[src/rtl/muldiv_seq.sv]
// ---------------------------------------------------------------------------
// muldiv_seq
//   Iterative RV32M multiply/divide unit placed between the register file
//   read ports (RD1/RD2) and the write port (WD3/A3/WE3). One operation at
//   a time: XLEN shift-add (multiply) or restoring shift-subtract (divide)
//   steps on operand magnitudes, then a single fix-up cycle that applies
//   the sign and selects the returned word.
//
// Ports
//   clk      : clock, rising edge
//   rst      : asynchronous active-high reset
//   start    : request, accepted only when idle
//   funct3   : 000 MUL, 001 MULH, 010 MULHSU, 011 MULHU,
//              100 DIV, 101 DIVU, 110 REM, 111 REMU
//   rs1_val  : operand A (dividend / multiplicand)
//   rs2_val  : operand B (divisor / multiplier)
//   rd_in    : destination register index
//   busy     : high while an operation is in flight (core stalls on it)
//   done     : one-cycle pulse, result valid in that cycle
//   result   : operation result, held until the next done
//   rd_out   : destination index of the completed operation (A3)
//   we_out   : register file write enable (WE3), done with rd_out != 0
// ---------------------------------------------------------------------------
module muldiv_seq #(
    parameter int XLEN = 32
) (
    input  logic            clk,
    input  logic            rst,
    input  logic            start,
    input  logic [2:0]      funct3,
    input  logic [XLEN-1:0] rs1_val,
    input  logic [XLEN-1:0] rs2_val,
    input  logic [4:0]      rd_in,
    output logic            busy,
    output logic            done,
    output logic [XLEN-1:0] result,
    output logic [4:0]      rd_out,
    output logic            we_out
);

    localparam int CW = $clog2(XLEN);
    localparam logic [XLEN-1:0] MIN_NEG = {1'b1, {(XLEN-1){1'b0}}};

    typedef enum logic [1:0] {
        IDLE = 2'd0,
        CALC = 2'd1,
        FIX  = 2'd2
    } state_t;

    state_t state, next_state;

    logic [2:0]      op;
    logic [4:0]      rd_lat;
    logic [CW-1:0]   cnt;
    logic            fast;
    logic [XLEN-1:0] mcand;
    logic [XLEN-1:0] divisor;
    logic [XLEN-1:0] acc;
    logic [XLEN-1:0] q;
    logic            neg_res;
    logic            neg_rem;

    logic            accept;
    logic            last_step;
    logic            signed_a;
    logic            signed_b;
    logic            sign_a;
    logic            sign_b;
    logic            div_zero;
    logic            div_ovf;
    logic [XLEN-1:0] mag_a;
    logic [XLEN-1:0] mag_b;

    logic [XLEN:0]   mul_sum;
    logic [XLEN:0]   div_shift;
    logic [XLEN:0]   div_diff;

    logic [2*XLEN-1:0] prod;
    logic [2*XLEN-1:0] prod_fix;
    logic [XLEN-1:0]   quo_fix;
    logic [XLEN-1:0]   rem_fix;
    logic [XLEN-1:0]   res_sel;

    assign accept    = (state == IDLE) && start;
    assign last_step = (cnt == CW'(XLEN - 1));

    // Operand decode at acceptance. MUL is treated as signed x signed; its
    // low word is identical either way. Divide-by-zero and the single
    // signed-overflow case are detected here and bypass the iteration.
    always_comb begin
        signed_a = !((funct3 == 3'b011) || (funct3 == 3'b101) || (funct3 == 3'b111));
        signed_b = (funct3 == 3'b000) || (funct3 == 3'b001) ||
                   (funct3 == 3'b100) || (funct3 == 3'b110);
        sign_a   = signed_a && rs1_val[XLEN-1];
        sign_b   = signed_b && rs2_val[XLEN-1];
        mag_a    = sign_a ? ('0 - rs1_val) : rs1_val;
        mag_b    = sign_b ? ('0 - rs2_val) : rs2_val;
        div_zero = funct3[2] && (rs2_val == '0);
        div_ovf  = funct3[2] && !funct3[0] && (rs1_val == MIN_NEG) && (rs2_val == '1);
    end

    // One iteration step. Multiply keeps {acc,q} as the running product
    // with the multiplier shifting out of q. Divide keeps the partial
    // remainder in acc and shifts quotient bits into q as the dividend
    // shifts out. Because acc < divisor holds throughout, the difference
    // always fits in XLEN+1 bits and its top bit is the borrow.
    always_comb begin
        mul_sum   = {1'b0, acc} + (q[0] ? {1'b0, mcand} : '0);
        div_shift = {acc, q[XLEN-1]};
        div_diff  = div_shift - {1'b0, divisor};
    end

    // Sign correction and word selection used in the fix-up cycle. The
    // fast path preloads q/acc with the final quotient/remainder and
    // clears both sign flags, so it flows through the same selection.
    always_comb begin
        prod     = {acc, q};
        prod_fix = neg_res ? ('0 - prod) : prod;
        quo_fix  = neg_res ? ('0 - q) : q;
        rem_fix  = neg_rem ? ('0 - acc) : acc;
        case (op)
            3'b000:                 res_sel = prod_fix[XLEN-1:0];
            3'b001, 3'b010, 3'b011: res_sel = prod_fix[2*XLEN-1:XLEN];
            3'b100, 3'b101:         res_sel = quo_fix;
            default:                res_sel = rem_fix;
        endcase
    end

    // State register.
    always_ff @(posedge clk or posedge rst) begin
        if (rst) begin
            state <= IDLE;
        end else begin
            state <= next_state;
        end
    end

    // Next-state logic. A fast-path operation still spends one cycle in
    // CALC (without stepping) so its done lands two edges after
    // acceptance, with the result chosen in FIX like every other op.
    always_comb begin
        next_state = state;
        busy       = (state != IDLE);
        case (state)
            IDLE:    if (start) next_state = CALC;
            CALC:    if (fast || last_step) next_state = FIX;
            FIX:     next_state = IDLE;
            default: next_state = IDLE;
        endcase
    end

    // Datapath: latch operands on acceptance, iterate in CALC, publish the
    // result in FIX. done is a registered pulse for the cycle after FIX.
    always_ff @(posedge clk or posedge rst) begin
        if (rst) begin
            op      <= 3'b000;
            rd_lat  <= 5'd0;
            cnt     <= '0;
            fast    <= 1'b0;
            mcand   <= '0;
            divisor <= '0;
            acc     <= '0;
            q       <= '0;
            neg_res <= 1'b0;
            neg_rem <= 1'b0;
            result  <= '0;
            rd_out  <= 5'd0;
            done    <= 1'b0;
        end else begin
            done <= (state == FIX);
            if (accept) begin
                op      <= funct3;
                rd_lat  <= rd_in;
                cnt     <= '0;
                fast    <= div_zero || div_ovf;
                mcand   <= mag_a;
                divisor <= mag_b;
                if (div_zero) begin
                    q       <= '1;
                    acc     <= rs1_val;
                    neg_res <= 1'b0;
                    neg_rem <= 1'b0;
                end else if (div_ovf) begin
                    q       <= MIN_NEG;
                    acc     <= '0;
                    neg_res <= 1'b0;
                    neg_rem <= 1'b0;
                end else begin
                    acc     <= '0;
                    q       <= funct3[2] ? mag_a : mag_b;
                    neg_res <= sign_a ^ sign_b;
                    neg_rem <= sign_a;
                end
            end else if (state == CALC && !fast) begin
                cnt <= cnt + 1'b1;
                if (op[2]) begin
                    if (!div_diff[XLEN]) begin
                        acc <= div_diff[XLEN-1:0];
                        q   <= {q[XLEN-2:0], 1'b1};
                    end else begin
                        acc <= div_shift[XLEN-1:0];
                        q   <= {q[XLEN-2:0], 1'b0};
                    end
                end else begin
                    {acc, q} <= {mul_sum, q[XLEN-1:1]};
                end
            end else if (state == FIX) begin
                result <= res_sel;
                rd_out <= rd_lat;
            end
        end
    end

    assign we_out = done && (rd_out != 5'd0);

endmodule

[config.mk]
export PLATFORM = sky130hd
export DESIGN_NAME = muldiv_seq
export DESIGN_NICKNAME = d
export VERILOG_FILES = /design/src/rtl/muldiv_seq.sv
export SDC_FILE = /design/constraint.sdc
export NUM_CORES = 1
export LEC_CHECK = 0
export ABC_AREA = 1
export CAP_MARGIN = 5
export CORE_MARGIN = 2
export CORE_UTILIZATION = 40
export DETAILED_ROUTE_END_ITERATION = 10
export GPL_ROUTABILITY_DRIVEN = 0
export SETUP_SLACK_MARGIN = 0.2
export SYNTH_ARGS = -nofsm -noshare
export SYNTH_HDL_FRONTEND = slang
export SYNTH_SLANG_ARGS = --single-unit
export TNS_END_PERCENT = 5
[constraint.sdc]
create_clock -name clk -period 18.4 [get_ports clk]
set_clock_uncertainty 0.05 [all_clocks]
set_input_delay 4.6 -clock clk [delete_from_list [all_inputs] [get_ports clk]]
set_output_delay 4.6 -clock clk [all_outputs]
set_load 0.05 [all_outputs]
==> run_results.csv <==
group,metric,value,unit
global_route,grt_start_max_net_pins,116,
floorplanning,row_count,81,
sta,period_needed,7.44,ns
setup_path,required,18.72,ns
global_route,overflow,0,
final_layout,final_util,44.9,%
synthesis,yosysSeqAreaShare,23.3,%
placement,io_buffers,114,
global_route,grt_pass1_vias,20651,
hold_path,hp-class,"register to register",
drt,remaining_drc_errors,0,
drt,totalWireLength,87100,um
synthesis,syn_avg_cell_area,5.78,sq um
setup_path,critPathMaxFanout,44,
setup_path,end_kind,"register",
synthesis,ys_top_cells_by_count,"1138 x nand2_1, 469 x inv_1, 361 x nor2_1",
global_route,grt_pass1_wl,129000,um
pwr,pwr-share-clk,8.9,%
final_layout,areaGrowthSynthToFinish,10.9,%
floorplanning,io_pins,115,
synthesis,synth_top_area_share,23.3,%
status,status,"completed",
drt,ant_nets,0,
sta,setup_tns,0,ns
synthesis,yosys_most_used_dff,"dfrtp_1",
synthesis,synth_area_leader_cell,"dfrtp_1",
pwr,p_sw,2.73,mW
pwr,vdd_drop_max,0.129,mV
drt,firstDrtPassIters,8,
clock_network,clk_latency,0.51,ns
synthesis,syn-cell-area,0.0198,sq mm
floorplanning,start_util,40.5,%
sta,period_share,40.4,%
synthesis,synthTopCellsByArea,"dfrtp_1 23%, nand2_1 22%, inv_1 8.9%",
placement,dpl.hpwl,69500,um
floorplanning,die_x,226,um
clock_network,cts_tree,"built",
floorplanning,fp.coreArea,0.0488,sq mm
clock_network,cts_buffer_depth,2,
global_route,globalRouteTotalUtil,34.1,%
clock_network,numCtsBuffers,17,
drt,routed-via-count,22961,
sta,worst_pin_slew,1.03,ns
clock_network,clkTransAtPathRegs,0.08,ns
sta,hold_viol,0,
clock_network,clockRootBuffer,"clkbuf_16",
final_layout,drive_gt1_share,4.07,%
setup_path,startpoint_type,"primary input",
synthesis,synthArstFlopShare,100,%
sta,rsz0062_at_grt,"no",
clock_network,cts_setup_buffers,0,
setup_path,worstPathArrival,7.76,ns
clock_network,clkSinkCount,184,
setup_path,crit_type,"primary input to register",
synthesis,yosysUniqueCellTypes,55,
sta,fmaxAchievable,0.134,GHz
sta,setup_viol,0,
synthesis,yosys_warnings,0,
run,drv_cap,0,
floorplanning,dieHeight,226,um
sta,finalMaxSlewViolations,0,
final_layout,nets,3597,
drt,drt_first_iter_violations,2852,
pwr,switching_share,61.4,%
synthesis,syn_nets,3569,
clock_network,ctsHoldBuffers,0,
pwr,combPwrFrac,71.2,%
final_layout,diodes,0,
synthesis,ys_seq_elements,184,
floorplanning,dieArea,0.0512,sq mm
sta,slew_headroom,31.5,%
drt,wl_per_cell,21.1,um
synthesis,yosysMostFrequentCell,"nand2_1",
synthesis,synthCells,3421,
global_route,antenna_found_initial,0,
synthesis,synth_edf_count,0,
pwr,power_leakage,11.2,nW
drt,viasPerCell,5.56,
pwr,p_per_area,202,mW/mm^2
pwr,power_frac_seq,19.9,%
clock_network,post_cts_resized,0,
clock_network,htree_levels,4,
pwr,p_int,1.71,mW
[cell usage in the layout (no fill, tap or decap), drive strengths merged]
cell type	netlist	routed
nand2	1161	1161
inv	480	486
nor2	385	385
nand3	265	265
o21ai	258	258
dfrtp	184	184
a21oi	183	183
clkdlybuf4s50	0	114
xor2	71	71
ha	71	71
nor3	52	52
nand4	49	49
a31oi	24	24
o211ai	22	22
clkbuf	68	17
buf	54	17
nand3b	15	15
nor4	12	12
or2	11	11
xnor2	10	10
clkinv	3	9
o32ai	7	7
o21bai	6	6
a21boi	5	5
a311oi	3	3
o21a	3	3
a21o	3	3
o22ai	3	3
a221oi	2	2
o31ai	2	2
and2	2	2
fa	2	2
clkinvlp	0	2
nor3b	1	1
and3	1	1
or4	1	1
a211oi	1	1
a22o	1	1
bufinv	0	1
[critical path, stage by stage]
cell,delay (ns)
clkdlybuf4s50_1,0.39
buf_4,0.29
o21ai_0,0.44
nand2_1,0.51
inv_2,0.56
nand2_1,0.12
xor2_1,0.23
nand2_1,0.10
a21oi_1,0.38
o22ai_1,0.12
[sequential cells by signal, indices dropped and copies added (netlist names), 3 cells and up]
| register | count |
|---|---|
| rd_lat | 5 |
| mcand | 32 |
| acc | 32 |
| divisor | 32 |
| rd_out | 5 |
| op | 3 |
| q | 32 |
| cnt | 5 |
| result | 32 |
[worst paths after layout]
check                           from           to  slack, ns  cells after the start
min in group asynchronous        rst  divisor[31]       4.54                      2
setup / recovery           funct3[2]         q[6]      10.96                     10
hold reg to reg               cnt[3]       cnt[3]       0.42                      1
max in group asynchronous        rst      neg_res      12.11                      3
setup reg to reg               op[2]   result[23]      14.58                     11
hold / removal                cnt[3]       cnt[3]       0.42                      1
[layout make-up]
class | instances | area [sq um]
clock inverters | 15 | 181
fillers | 5453 | 26900
well taps | 664 | 831
repair buffers | 131 | 1270
inverters | 483 | 1820
clock buffers | 17 | 425
multi-input cells | 2632 | 12800
flip-flops and latches | 184 | 4610
[power by group through the flow]
stage                     Clock (mW)  Combinational, mW  Sequential (mW)
after floorplan                    0               2.19            0.716
after global placement             0               3.04            0.870
after detailed placement           0               3.05            0.871
after CTS                      0.397               3.07            0.864
after global routing           0.412               3.49            0.883
final                          0.394               3.16            0.884
[through the flow]
step | setup slack (ns) | std cells | hold WS [ns] | total power, mW | instance area (sq um)
final | 10.96 | 4126 | 0.419 | 4.44 | 21900
after global routing | 10.86 | 4126 | 0.437 | 4.79 | 21900
after global placement | 10.54 | 4094 | 0.401 | 3.91 | 21300
after floorplan | 8.75 | 3421 | 0.384 | 2.90 | 19800
after CTS | 11.14 | 4126 | 0.418 | 4.33 | 21900
after detailed placement | 10.60 | 4094 | 0.406 | 3.92 | 21300
[kinds of logic (layout without fill, tap and decap cells)]
group / count (synthesis) / after routing / synth area share, %
AOI/OAI and AO/OA: 523 / 523 / 14.3
xor gates and xnor gates: 81 / 81 / 3.59
DFF: 184 / 184 / 23.3
buffers and inverters: 605 / 646 / 12.1
adders and majority gates: 73 / 73 / 4.70
and+or+nand+nor: 1955 / 1955 / 42.1
[per-layer routing]
layer	track usage, %	vias to the layer above	wire length, um
met2	49.5	1366	35500
met5	0	-	0
met1	47.3	10407	37000
li1	-	10960	-
met3	7.36	228	9460
met4	18.0	0	5250
(Power assumes the default switching activity.)
